===== src/rtl/axi_ram_bist.sv =====
// AXI4 RAM fill/self-test sequencer: writes seed+beat_index in fixed INCR bursts,
// optionally reads the region back, counting errors and logging the first failing beat.
module axi_ram_bist #(
  parameter int DATA_WIDTH = 32,
  parameter int ADDR_WIDTH = 32,
  parameter int STRB_WIDTH = DATA_WIDTH / 8,
  parameter int ID_WIDTH   = 8,
  parameter int AXI_ID     = 0,
  parameter int BURST_LEN  = 16
) (
  input  logic                  clk,
  input  logic                  rst,
  input  logic                  start,
  input  logic                  check_en,
  input  logic [ADDR_WIDTH-1:0] base_addr,
  input  logic [15:0]           burst_count,
  input  logic [DATA_WIDTH-1:0] seed,
  output logic                  busy,
  output logic                  done,
  output logic [15:0]           err_count,
  output logic [ADDR_WIDTH-1:0] first_err_addr,
  output logic [ID_WIDTH-1:0]   m_axi_awid,
  output logic [ADDR_WIDTH-1:0] m_axi_awaddr,
  output logic [7:0]            m_axi_awlen,
  output logic [2:0]            m_axi_awsize,
  output logic [1:0]            m_axi_awburst,
  output logic                  m_axi_awlock,
  output logic [3:0]            m_axi_awcache,
  output logic [2:0]            m_axi_awprot,
  output logic                  m_axi_awvalid,
  input  logic                  m_axi_awready,
  output logic [DATA_WIDTH-1:0] m_axi_wdata,
  output logic [STRB_WIDTH-1:0] m_axi_wstrb,
  output logic                  m_axi_wlast,
  output logic                  m_axi_wvalid,
  input  logic                  m_axi_wready,
  input  logic [ID_WIDTH-1:0]   m_axi_bid,
  input  logic [1:0]            m_axi_bresp,
  input  logic                  m_axi_bvalid,
  output logic                  m_axi_bready,
  output logic [ID_WIDTH-1:0]   m_axi_arid,
  output logic [ADDR_WIDTH-1:0] m_axi_araddr,
  output logic [7:0]            m_axi_arlen,
  output logic [2:0]            m_axi_arsize,
  output logic [1:0]            m_axi_arburst,
  output logic                  m_axi_arlock,
  output logic [3:0]            m_axi_arcache,
  output logic [2:0]            m_axi_arprot,
  output logic                  m_axi_arvalid,
  input  logic                  m_axi_arready,
  input  logic [ID_WIDTH-1:0]   m_axi_rid,
  input  logic [DATA_WIDTH-1:0] m_axi_rdata,
  input  logic [1:0]            m_axi_rresp,
  input  logic                  m_axi_rlast,
  input  logic                  m_axi_rvalid,
  output logic                  m_axi_rready
);

  localparam int LOC_W     = (BURST_LEN > 1) ? $clog2(BURST_LEN) : 1;
  localparam int SIZE_LOG2 = $clog2(STRB_WIDTH);
  localparam logic [LOC_W-1:0]      LAST_BEAT   = LOC_W'(BURST_LEN - 1);
  localparam logic [ADDR_WIDTH-1:0] BURST_BYTES = ADDR_WIDTH'(BURST_LEN * STRB_WIDTH);

  typedef enum logic [2:0] {IDLE, WR_ADDR, WR_DATA, WR_RESP, RD_ADDR, RD_DATA, DONE} state_t;
  state_t state, state_d;

  logic [ADDR_WIDTH-1:0] base_q, addr, beat_addr, err_addr;
  logic [15:0]           count_q, bursts_left;
  logic [DATA_WIDTH-1:0] seed_q, beat_idx, pattern;
  logic [LOC_W-1:0]      beat;
  logic                  check_q, beat_last, last_burst, err_evt;
  logic                  unused_ids;

  function automatic logic [15:0] sat_inc(input logic [15:0] v);
    return (v == 16'hFFFF) ? v : v + 16'd1;
  endfunction

  assign m_axi_awid    = ID_WIDTH'(AXI_ID);
  assign m_axi_awaddr  = addr;
  assign m_axi_awlen   = 8'(BURST_LEN - 1);
  assign m_axi_awsize  = 3'(SIZE_LOG2);
  assign m_axi_awburst = 2'b01;
  assign m_axi_awlock  = 1'b0;
  assign m_axi_awcache = 4'b0011;
  assign m_axi_awprot  = 3'b000;
  assign m_axi_arid    = ID_WIDTH'(AXI_ID);
  assign m_axi_araddr  = addr;
  assign m_axi_arlen   = 8'(BURST_LEN - 1);
  assign m_axi_arsize  = 3'(SIZE_LOG2);
  assign m_axi_arburst = 2'b01;
  assign m_axi_arlock  = 1'b0;
  assign m_axi_arcache = 4'b0011;
  assign m_axi_arprot  = 3'b000;
  assign m_axi_wstrb   = '1;
  assign m_axi_wdata   = pattern;
  assign m_axi_wlast   = (state == WR_DATA) && beat_last;

  assign pattern    = seed_q + beat_idx;
  assign beat_last  = (beat == LAST_BEAT);
  assign last_burst = (bursts_left == 16'd1);
  assign beat_addr  = addr + (ADDR_WIDTH'(beat) << SIZE_LOG2);
  // Responses carry no information we need: this block is the only ID source.
  assign unused_ids = ^{m_axi_bid, m_axi_rid};

  always_ff @(posedge clk) begin
    if (rst) state <= IDLE;
    else     state <= state_d;
  end

  always_comb begin
    state_d       = state;
    busy          = 1'b1;
    done          = 1'b0;
    m_axi_awvalid = 1'b0;
    m_axi_wvalid  = 1'b0;
    m_axi_bready  = 1'b0;
    m_axi_arvalid = 1'b0;
    m_axi_rready  = 1'b0;
    case (state)
      IDLE: begin
        busy = 1'b0;
        if (start) state_d = (burst_count == 16'd0) ? DONE : WR_ADDR;
      end
      WR_ADDR: begin
        m_axi_awvalid = 1'b1;
        if (m_axi_awready) state_d = WR_DATA;
      end
      WR_DATA: begin
        m_axi_wvalid = 1'b1;
        if (m_axi_wready && beat_last) state_d = WR_RESP;
      end
      WR_RESP: begin
        m_axi_bready = 1'b1;
        if (m_axi_bvalid) begin
          if (!last_burst)  state_d = WR_ADDR;
          else if (check_q) state_d = RD_ADDR;
          else              state_d = DONE;
        end
      end
      RD_ADDR: begin
        m_axi_arvalid = 1'b1;
        if (m_axi_arready) state_d = RD_DATA;
      end
      RD_DATA: begin
        m_axi_rready = 1'b1;
        if (m_axi_rvalid && beat_last) state_d = last_burst ? DONE : RD_ADDR;
      end
      DONE: begin
        busy    = 1'b0;
        done    = 1'b1;
        state_d = IDLE;
      end
      default: state_d = IDLE;
    endcase
  end

  // Run counters are reloaded on every accepted start, so they need no reset.
  always_ff @(posedge clk) begin
    case (state)
      IDLE: if (start) begin
        base_q      <= base_addr;
        addr        <= base_addr;
        count_q     <= burst_count;
        bursts_left <= burst_count;
        seed_q      <= seed;
        check_q     <= check_en;
        beat_idx    <= '0;
        beat        <= '0;
      end
      WR_DATA: if (m_axi_wready) begin
        beat_idx <= beat_idx + 1'b1;
        beat     <= beat_last ? '0 : beat + 1'b1;
      end
      WR_RESP: if (m_axi_bvalid) begin
        if (last_burst) begin
          addr        <= base_q;
          bursts_left <= count_q;
          beat_idx    <= '0;
        end else begin
          addr        <= addr + BURST_BYTES;
          bursts_left <= bursts_left - 16'd1;
        end
      end
      RD_DATA: if (m_axi_rvalid) begin
        beat_idx <= beat_idx + 1'b1;
        beat     <= beat_last ? '0 : beat + 1'b1;
        if (beat_last) begin
          addr        <= addr + BURST_BYTES;
          bursts_left <= bursts_left - 16'd1;
        end
      end
      default: ;
    endcase
  end

  always_comb begin
    err_evt  = 1'b0;
    err_addr = addr;
    if (state == WR_RESP && m_axi_bvalid && m_axi_bresp != 2'b00) err_evt = 1'b1;
    if (state == RD_DATA && m_axi_rvalid) begin
      err_addr = beat_addr;
      if (m_axi_rdata != pattern || m_axi_rresp != 2'b00 || m_axi_rlast != beat_last)
        err_evt = 1'b1;
    end
  end

  always_ff @(posedge clk) begin
    if (rst) begin
      err_count      <= '0;
      first_err_addr <= '0;
    end else if (state == IDLE && start) begin
      err_count      <= '0;
      first_err_addr <= '0;
    end else if (err_evt) begin
      if (err_count == 16'd0) first_err_addr <= err_addr;
      err_count <= sat_inc(err_count);
    end
  end

endmodule

===== config.mk =====
export PLATFORM = sky130hd
export DESIGN_NAME = axi_ram_bist
export DESIGN_NICKNAME = d
export VERILOG_FILES = /design/src/rtl/axi_ram_bist.sv
export SDC_FILE = /design/constraint.sdc
export NUM_CORES = 1
export LEC_CHECK = 0
export ABC_AREA = 1
export CAP_MARGIN = 20
export CORE_UTILIZATION = 47
export CTS_BUF_LIST = sky130_fd_sc_hd__clkbuf_4 sky130_fd_sc_hd__clkbuf_8
export CTS_CLUSTER_DIAMETER = 200
export DETAILED_ROUTE_END_ITERATION = 7
export PLACE_DENSITY = 0.81
export SYNTH_ARGS = -nofsm -noshare
export SYNTH_HDL_FRONTEND = slang
export SYNTH_SLANG_ARGS = --single-unit

===== constraint.sdc =====
create_clock -name clk -period 6.55 [get_ports clk]
set_input_delay 0.9825 -clock clk [delete_from_list [all_inputs] [get_ports clk]]
set_output_delay 0.9825 -clock clk [all_outputs]
set_load 0.05 [all_outputs]

==> results of run 1 <==
-- layout by cell type (no fill, tap or decap), types with 33 or more instances in the layout --
cell type and instances:
xor2_1 70, conb_1 62, dfxtp_1 51, edfxtp_1 165, clkdlybuf4s50_1 277, a21oi_2 33
a21oi_1 110, clkbuf_8 40, nand2_1 470, nor3_1 48, inv_1 261, nand3_1 154
nor2_1 232, ha_1 42
-- area by class of cell --
class | instances | area share, %
multi-input combinational | 1397 | 39.4
inverter | 266 | 5.43
sequential | 216 | 32.5
clock buffer | 51 | 3.44
tap | 396 | 2.70
clock inverter | 15 | 0.939
timing repair buffer | 287 | 15.6
-- cell families (layout without fill, tap and decap cells) --
logic type	after synthesis	after routing	synth area share [%]
compound gates	212	212	8.91
xor+xnor	88	88	5.48
fa+ha+maj	44	44	3.80
buf+inv	402	619	12.9
flops	216	216	40.2
other cells	2	62	0.0505
simple gates	991	991	28.7
-- through the flow --
stage | hold slack (ns) | total power [mW] | utilization, % | setup WS (ns)
final | 0.490 | 9.38 | 59.6 | 2.17
after global routing | 0.509 | 9.97 | 59.6 | 1.97
after CTS | 0.496 | 9.39 | 59.6 | 2.13
after detailed placement | 0.481 | 8.03 | 57.0 | 2.36
after global placement | 0.469 | 7.93 | 57.0 | 2.44
after floorplan | 0.466 | 6.47 | - | 0.629
-- critical path: stages (launching register included) --
cell             delay (ns)
edfxtp_1               0.45
ha_1                   0.27
fa_1                   0.46
nand2_1                0.13
nand2_1                0.09
nand3_1                0.08
nand2_1                0.10
nand2_2                0.10
nand2_2                0.11
nand2_2                0.10
nand3_1                0.09
nand2_1                0.10
clkdlybuf4s50_1        0.80
-- flip-flops by register name, summed over array words and instances (netlist names), 4 cells and up --
name and flops:
bursts_left 16, seed_q 32, beat_idx 32, err_count 16, beat 4, count_q 16, m_axi_araddr 32, base_q 32
first_err_addr 32
-- final timing paths --
| path | depth (start not counted) | slack (ns) | end | from |
|---|---|---|---|---|
| worst max register to register | 22 | 2.35 | err_count[3] | beat_idx[0] |
| worst max-delay path | 12 | 2.17 | m_axi_wdata[30] | beat_idx[0] |
| worst min-delay path | 2 | 0.49 | first_err_addr[5] | first_err_addr[5] |
| worst min register to register | 2 | 0.49 | first_err_addr[5] | first_err_addr[5] |
-- power groups by stage --
stage               combinational (mW)  clock, mW  sequential [mW]
finish                            5.59       1.34             2.45
global route                      6.05       1.42             2.50
CTS                               5.59       1.36             2.45
detailed placement                5.56          0             2.47
global placement                  5.48          0             2.45
floorplan                         3.81          0             2.66
-- per-layer routing --
metal	track usage, %	part of all wire (%)	vias to the layer above
li1	-	-	6728
met1	31.6	42	6155
met2	44.3	48	512
met3	3.24	6.5	65
met4	8.59	2.8	0
met5	0	0	-
==> flow_metrics.env, run 1 <==
export IMPL_via_per_inst=5.12
export IMPL_power_frac_clock_pct=14.2
export IMPL_synth_ff_type="edfxtp_1"
export IMPL_final_seq_area_sq_mm=0.00598
export IMPL_critPathCaptureType="output port"
export IMPL_crit_required_ns=5.57
export IMPL_max_cap_viol_count=0
export IMPL_post_cts_resized=0
export IMPL_ys_types=52
export IMPL_yosysTopAreaCell="edfxtp_1"
export IMPL_startpoint_type="register"
export IMPL_final_nets=2391
export IMPL_syn_inst=1955
export IMPL_setup_viol=0
export IMPL_core_sq_mm=0.0308
export IMPL_violations="design-rule violations"
export IMPL_instances_no_fill=2628
export IMPL_cp_max_fo=4
export IMPL_cts_tree="done"
export IMPL_place_inst=2561
export IMPL_pwr_share_comb_pct=59.6
export IMPL_portBuffers=277
export IMPL_ioPinCount=356
export IMPL_start_util_pct=48.2
export IMPL_die_area_sq_mm=0.0323
export IMPL_rsz0062_at_grt="false"
export IMPL_synth_common_cells="nand2_1 (470), inv_1 (261), nor2_1 (236)"
export IMPL_dieWidth_microns=180
export IMPL_vias=13500
export IMPL_multi_input_area_sq_mm=0.00725
export IMPL_avgSynthCellArea_sq_um=7.60
export IMPL_syn2layout_area_growth_pct=23.7
export IMPL_drt_total_wl_microns=41000
export IMPL_p_sw_share_pct=51.5
export IMPL_netlist_area_sq_mm=0.0149
export IMPL_finalHoldViolCount=0
export IMPL_cts_root_buf="clkbuf_8"
export IMPL_switchingPower_mw=4.83
export IMPL_clock_sinks=216
export IMPL_p_int_mw=4.55
export IMPL_status="finished, violations left"
export IMPL_drive_gt1_share_pct=6.85
export IMPL_hpwl_microns=31400
export IMPL_cts_htree_levels=2
export IMPL_peakVddDrop_v=0.000467
export IMPL_grt_pass1_vias=13100
export IMPL_drv_slew=0
export IMPL_clk_path_buf_depth=3
export IMPL_async_flop_share_pct=0
export IMPL_path_clk_slew_ns=0.06
export IMPL_synth_area_top_cells="edfxtp_1 (33%), nand2_1 (12%), dfxtp_1 (6.9%), inv_1 (6.6%), nor2_1 (6.0%)"
export IMPL_fillers=2710
export IMPL_postRouteAntennaNets=0
export IMPL_grt_first_pass_wirelength_microns=65900
export IMPL_ctsHoldBuffers=0
export IMPL_finClkSkew_ns=0.0254
export IMPL_synth_edf_count=165
export IMPL_dr_pass1_iters=8
export IMPL_synth_top_area_share_pct=33.3
export IMPL_antenna_cells=0
export IMPL_place_area_sq_mm=0.0176
export IMPL_final_cell_area_sq_mm=0.0184
export IMPL_ys_seq_area_share_pct=40.2
export IMPL_period_needed_ns=4.38
export IMPL_grt_max_degree=82
export IMPL_grt_util_all_layers_pct=25.1
export IMPL_powerDensity_mw_per_mm2=510
export IMPL_drt_iter0_drc=1027
export IMPL_worstSetupPathType="reg -> out"
export IMPL_worst_endpoint_arrival_ns=3.40
export IMPL_grt_overflow_total=0
export IMPL_post_cts_buffers=0
export IMPL_grt_antenna_before_repair=0
export IMPL_fmax_mhz=228
export IMPL_seqPwrFrac_pct=26.2
export IMPL_yosysWarnings=0
export IMPL_drc=23
export IMPL_worst_pin_slew_ns=1.09
export IMPL_p_leak_nw=7.87
export IMPL_clk_latency_ns=0.53
export IMPL_std_cell_rows=64
export IMPL_die_h_microns=180
export IMPL_relSlewSlack_pct=27.2
export IMPL_synth_most_common_cell="nand2_1"
export IMPL_gp_congestion=0.931
export IMPL_finalSetupTns_ns=0
export IMPL_post_route_period_util_pct=66.9
export IMPL_wire_per_inst_microns=15.6
export IMPL_hold_class="reg -> reg"
export IMPL_numCtsBuffers=37
export IMPL_ys_ff_latch=216
Power figures use the tool's default switching activity.
==> inputs of run 2 (changes only) <==
Settings changed: CORE_UTILIZATION 47 to 51, PLACE_DENSITY 0.81 to 0.84.
Clock period 6.55 ns to 4.2 ns, I/O delays scaled along.
==> flow_metrics.env, run 2 (synthesis gave the netlist of run 1 again) <==
export IMPL_r2r_slack_ns=0.52
export IMPL_fmax_mhz=249
export IMPL_peakVddDrop_v=0.000566
export IMPL_worst_path_buf_inv=1
export IMPL_crit_family="simple AND/OR/NAND/NOR gates"
export IMPL_worst_pin_slew_ns=1.07
export IMPL_setup_ws_ns=0.182
export IMPL_worstSetupPathType="reg -> out"
export IMPL_final_common_cell="nand2_1"
export IMPL_cts_htree_levels=2
export IMPL_instances_no_fill=2622
export IMPL_drive_gt1_share_pct=7.02
export IMPL_std_cell_rows=62
export IMPL_path_clk_slew_ns=0.06
export IMPL_max_stage_delay_ns=0.80
export IMPL_post_cts_buffers=0
export IMPL_finalHoldViolCount=0
export IMPL_hold_ws_ns=0.487
export IMPL_clk_latency_ns=0.53
export IMPL_grt_util_all_layers_pct=26.9
export IMPL_place_inst=2557
export IMPL_numCtsBuffers=37
export IMPL_hpwl_microns=31400
export IMPL_relSlewSlack_pct=28.8
export IMPL_die_h_microns=173
export IMPL_drt_total_wl_microns=41000
export IMPL_gp_congestion=0.919
export IMPL_via_per_inst=5.22
export IMPL_powerDensity_mw_per_mm2=785
export IMPL_startpoint_type="register"
export IMPL_dr_pass1_iters=7
export IMPL_hold_class="reg -> reg"
export IMPL_final_nets=2399
export IMPL_cp_slowest_cell="clkdlybuf4s50_1"
export IMPL_finalSetupTns_ns=0
export IMPL_multi_input_area_sq_mm=0.00726
export IMPL_crit_required_ns=3.57
export IMPL_drc=0
export IMPL_place_area_sq_mm=0.0176
export IMPL_fillers=2494
export IMPL_grt_pass1_vias=12900
export IMPL_period_needed_ns=4.02
export IMPL_final_cell_mix="nand2_1 (470), clkdlybuf4s50_1 (274), inv_1 (261)"
export IMPL_finClkSkew_ns=0.0250
export IMPL_ctsHoldBuffers=0
export IMPL_vias=13700
export IMPL_dieWidth_microns=173
export IMPL_clock_sinks=216
export IMPL_critPathCaptureType="output port"
export IMPL_core_sq_mm=0.0287
export IMPL_status="completed"
export IMPL_cp_max_fo=4
export IMPL_max_cap_viol_count=0
export IMPL_crit_top_cell="nand2_1"
export IMPL_clk_path_buf_depth=3
export IMPL_setup_viol=0
export IMPL_start_util_pct=51.8
export IMPL_grt_max_degree=52
export IMPL_postRouteAntennaNets=0
export IMPL_grt_overflow_total=0
export IMPL_path_cells="ha_1, fa_1, nand2_1, nand2_1, nand3_1, nand2_1, nand2_2, nand2_2, nand2_2, nand3_2, nand2_1, clkdlybuf4s50_1"
export IMPL_antenna_cells=0
export IMPL_grt_first_pass_wirelength_microns=65000
export IMPL_wire_per_inst_microns=15.6
export IMPL_worst_endpoint_arrival_ns=3.39
export IMPL_post_route_period_util_pct=95.7
export IMPL_portBuffers=277
export IMPL_rsz0062_at_grt="false"
export IMPL_cts_tree="done"
export IMPL_die_area_sq_mm=0.0298
export IMPL_drv_slew=0
export IMPL_final_seq_area_sq_mm=0.00598
export IMPL_drt_iter0_drc=1026
export IMPL_ioPinCount=356
export IMPL_syn2layout_area_growth_pct=23.4
export IMPL_final_cell_area_sq_mm=0.0183
export IMPL_grt_antenna_before_repair=0
export IMPL_p_leak_nw=7.90
export IMPL_cts_root_buf="clkbuf_8"
export IMPL_post_cts_resized=0
export IMPL_post_place_ws_ns=0.571
==> run 2: through the flow <==
| step | total power, mW | util [%] |
|---|---|---|
| 3_3_place_gp | 12.4 | 61.4 |
| 6_report | 14.4 | 63.9 |
| 2_1_floorplan | 10.1 | - |
| 5_1_grt | 15.3 | 63.9 |
| 3_5_place_dp | 12.5 | 61.4 |
| 4_1_cts | 14.4 | 63.8 |
==> run 2: final timing paths <==
| kind | start | depth (start not counted) | to |
|---|---|---|---|
| max | beat_idx[0] | 12 | m_axi_wdata[22] |
| min | err_count[15] | 2 | err_count[15] |
| max reg2reg | beat_idx[0] | 24 | first_err_addr[0] |
| min reg2reg | err_count[15] | 2 | err_count[15] |
==> run 2: worst min-delay path, stage by stage, from the launching register on <==
cell and delay, ns:
dfxtp_1 0.32, nand2_1 0.07, a21oi_1 0.05
==> run 2: final cells by class <==
type	instances	share of cell area (%)
repair buffers	295	16.0
multi-input cells	1397	39.6
clock inverters	14	0.382
flip-flops and latches	216	32.6
well taps	384	2.62
inverters	266	5.44
clock buffers	50	3.38
==> run 2: per-layer routing <==
metal	share of wire (%)	vias to the layer above	wire length, microns	global-route usage [%]
met3	7.8	80	3180	4.29
met1	41	6254	17000	34.3
li1	-	6741	-	-
met5	0	-	0	0
met4	3.6	0	1490	10.2
met2	47	617	19300	45.9
==> run 2: where the power goes <==
group	switching (mW)	leakage [nW]	internal, mW	total, mW
Sequential	0.662	2.02	3.17	3.84
Clock	0.861	0.362	0.958	1.82
Combinational	6.03	5.52	2.71	8.74
Total	7.55	7.90	6.84	14.4
==> inputs of run 3 (changes only) <==
Settings changed: ABC_AREA 1 to default, CORE_MARGIN from default to 3, PLACE_DENSITY 0.84 to 0.85.
==> flow_metrics.env, run 3 <==
export IMPL_synth_ff_type="edfxtp_1"
export IMPL_crit_required_ns=3.57
export IMPL_netlist_area_sq_mm=0.0139
export IMPL_hold_class="reg -> reg"
export IMPL_std_cell_rows=59
export IMPL_start_util_pct=52.5
export IMPL_worst_pin_slew_ns=0.968
export IMPL_drt_total_wl_microns=40200
export IMPL_syn_inst=1447
export IMPL_period_needed_ns=4.08
export IMPL_worst_endpoint_arrival_ns=3.45
export IMPL_cts_root_buf="clkbuf_8"
export IMPL_rsz0062_at_grt="false"
export IMPL_finClkSkew_ns=0.0296
export IMPL_vias=12100
export IMPL_clk_latency_ns=0.55
export IMPL_die_h_microns=171
export IMPL_path_clk_slew_ns=0.06
export IMPL_gp_congestion=0.977
export IMPL_postLayoutCoreUtil_pct=65.7
export IMPL_power_frac_clock_pct=12.9
export IMPL_worstSetupPathType="reg -> out"
export IMPL_relSlewSlack_pct=35.5
export IMPL_synth_edf_count=165
export IMPL_die_area_sq_mm=0.0292
export IMPL_via_per_inst=5.90
export IMPL_drv_slew=0
export IMPL_drive_gt1_share_pct=8.74
export IMPL_grt_util_all_layers_pct=26.5
export IMPL_powerDensity_mw_per_mm2=912
export IMPL_grt_max_degree=63
export IMPL_numCtsBuffers=39
export IMPL_startpoint_type="register"
export IMPL_finalSetupTns_ns=0
export IMPL_finalHoldViolCount=0
export IMPL_critPathCaptureType="output port"
export IMPL_synth_area_top_cells="edfxtp_1 (36%), dfxtp_1 (7.4%), buf_4 (5.3%), xnor2_1 (5.0%), nor2_1 (4.8%)"
export IMPL_ys_types=83
export IMPL_grt_overflow_total=0
export IMPL_post_route_period_util_pct=97.2
export IMPL_peakVddDrop_v=0.000615
export IMPL_fmax_mhz=245
export IMPL_ctsHoldBuffers=0
export IMPL_cp_max_fo=7
export IMPL_grt_first_pass_wirelength_microns=62200
export IMPL_drt_iter0_drc=1093
export IMPL_hpwl_microns=29500
export IMPL_yosysTopAreaCell="edfxtp_1"
export IMPL_syn2layout_area_growth_pct=25.2
export IMPL_avgSynthCellArea_sq_um=9.59
export IMPL_hold_ws_ns=0.495
export IMPL_clock_sinks=216
export IMPL_dr_pass1_iters=6
export IMPL_grt_antenna_before_repair=3
export IMPL_setup_viol=0
export IMPL_final_cell_mix="clkdlybuf4s50_1 (256), nor2_1 (173), edfxtp_1 (165)"
export IMPL_wire_per_inst_microns=19.6
export IMPL_synth_common_cells="nor2_1 (176), edfxtp_1 (165), nand2_1 (126)"
export IMPL_status="completed"
export IMPL_core_sq_mm=0.0264
export IMPL_yosysWarnings=0
export IMPL_p_sw_share_pct=52.0
export IMPL_cts_tree="done"
export IMPL_grt_pass1_vias=11600
export IMPL_postRouteAntennaNets=0
export IMPL_dieWidth_microns=171
export IMPL_seqPwrFrac_pct=25.0
export IMPL_clk_path_buf_depth=3
export IMPL_p_leak_nw=6.28
export IMPL_ioPinCount=356
export IMPL_pwr_share_comb_pct=62.0
export IMPL_cts_htree_levels=2
export IMPL_synth_top_area_share_pct=35.7
export IMPL_async_flop_share_pct=0
export IMPL_p_total_mw=15.9
export IMPL_synth_most_common_cell="nor2_1"
export IMPL_ys_seq_area_share_pct=43.0
export IMPL_ys_ff_latch=216
export IMPL_portBuffers=277
export IMPL_fillers=2113
export IMPL_final_common_cell="clkdlybuf4s50_1"
export IMPL_final_nets=1872
export IMPL_drc=0
export IMPL_switchingPower_mw=8.25
export IMPL_p_int_mw=7.61
export IMPL_max_cap_viol_count=0
-- run 3: cell count changes after synthesis, moves of 25 or more --
| cell | change |
|---|---|
| and3_1 | +27 |
| xnor2_1 | +64 |
| a21oi_2 | -29 |
| nor3_1 | -25 |
| o221ai_1 | +32 |
| nor2_1 | -60 |
| a211oi_1 | +25 |
| nand3_1 | -120 |
| inv_1 | -236 |
| nand2_1 | -344 |
-- run 3: area by class of cell --
cell class	instances	area (sq um)	area share (%)
Multi-Input combinational cell	1099	7080	40.8
Sequential cell	216	5980	34.4
Timing Repair Buffer	304	2980	17.1
Clock buffer	62	747	4.30
Tap cell	335	419	2.41
Inverter	26	97.6	0.562
Clock inverter	10	62.6	0.360
Antenna cell	4	10.0	0.0576
-- run 3: what timing repair did --
action                     in CTS  in global routing
pin swaps                       0                  3
buffers inserted                1                  0
resized for setup              13                 27
setup endpoints to repair      57                 62
-- run 3: worst paths after layout --
path | from | endpoint | slack [ns] | cells after the start
max | beat_idx[19] | m_axi_wdata[25] | 0.12 | 8
min | first_err_addr[30] | first_err_addr[30] | 0.50 | 2
max reg2reg | beat_idx[20] | first_err_addr[5] | 0.18 | 14
min reg2reg | first_err_addr[30] | first_err_addr[30] | 0.50 | 2
-- run 3: per-layer routing --
layer  wire [microns]  track usage [%]  part of all wire, %
met5               13                0                0.032
met1            16200             34.7                   40
met2            19600             44.9                   49
met3             3330             4.94                  8.3
met4             1130             8.15                  2.8
-- run 3: power groups by stage --
stage	registers, mW	clock network [mW]	logic (mW)
after CTS	3.96	2.08	9.74
after global placement	3.96	0	9.68
after global routing	4.06	2.19	10.4
after floorplan	4.32	0	6.67
after detailed placement	3.99	0	9.78
final	3.97	2.05	9.83
-- run 3: cells by family (layout without fill, tap and decap cells) --
family                     after synthesis  in the layout  share of synthesized area [%]
adders and majority gates               44             44                           4.07
and+or+nand+nor                        512            512                           17.9
xor gates and xnor gates               153            153                           10.2
buffers and inverters                  192            402                           8.12
DFF                                    216            216                           43.0
other                                    2             66                         0.0541
AOI/OAI and AO/OA                      321            321                           16.1
muxes                                    7              7                          0.505
-- run 3: stage by stage --
step | cells | instance area (sq um) | setup slack (ns)
floorplan | 1507 | 14100 | 0.0589
global placement | 1979 | 16500 | -0.0751
detailed placement | 1979 | 16500 | -0.199
CTS | 2052 | 17300 | 0.00457
global route | 2054 | 17400 | 0.00221
finish | 2056 | 17400 | 0.118
-- run 3: worst max-delay path, cell delays in order, from the launching register on --
cell	delay, ns
edfxtp_1	0.51
ha_1	0.49
and4_4	0.31
nand2_2	0.09
a2111oi_4	0.47
or3b_1	0.32
a21boi_0	0.16
xnor2_1	0.28
buf_4	0.26
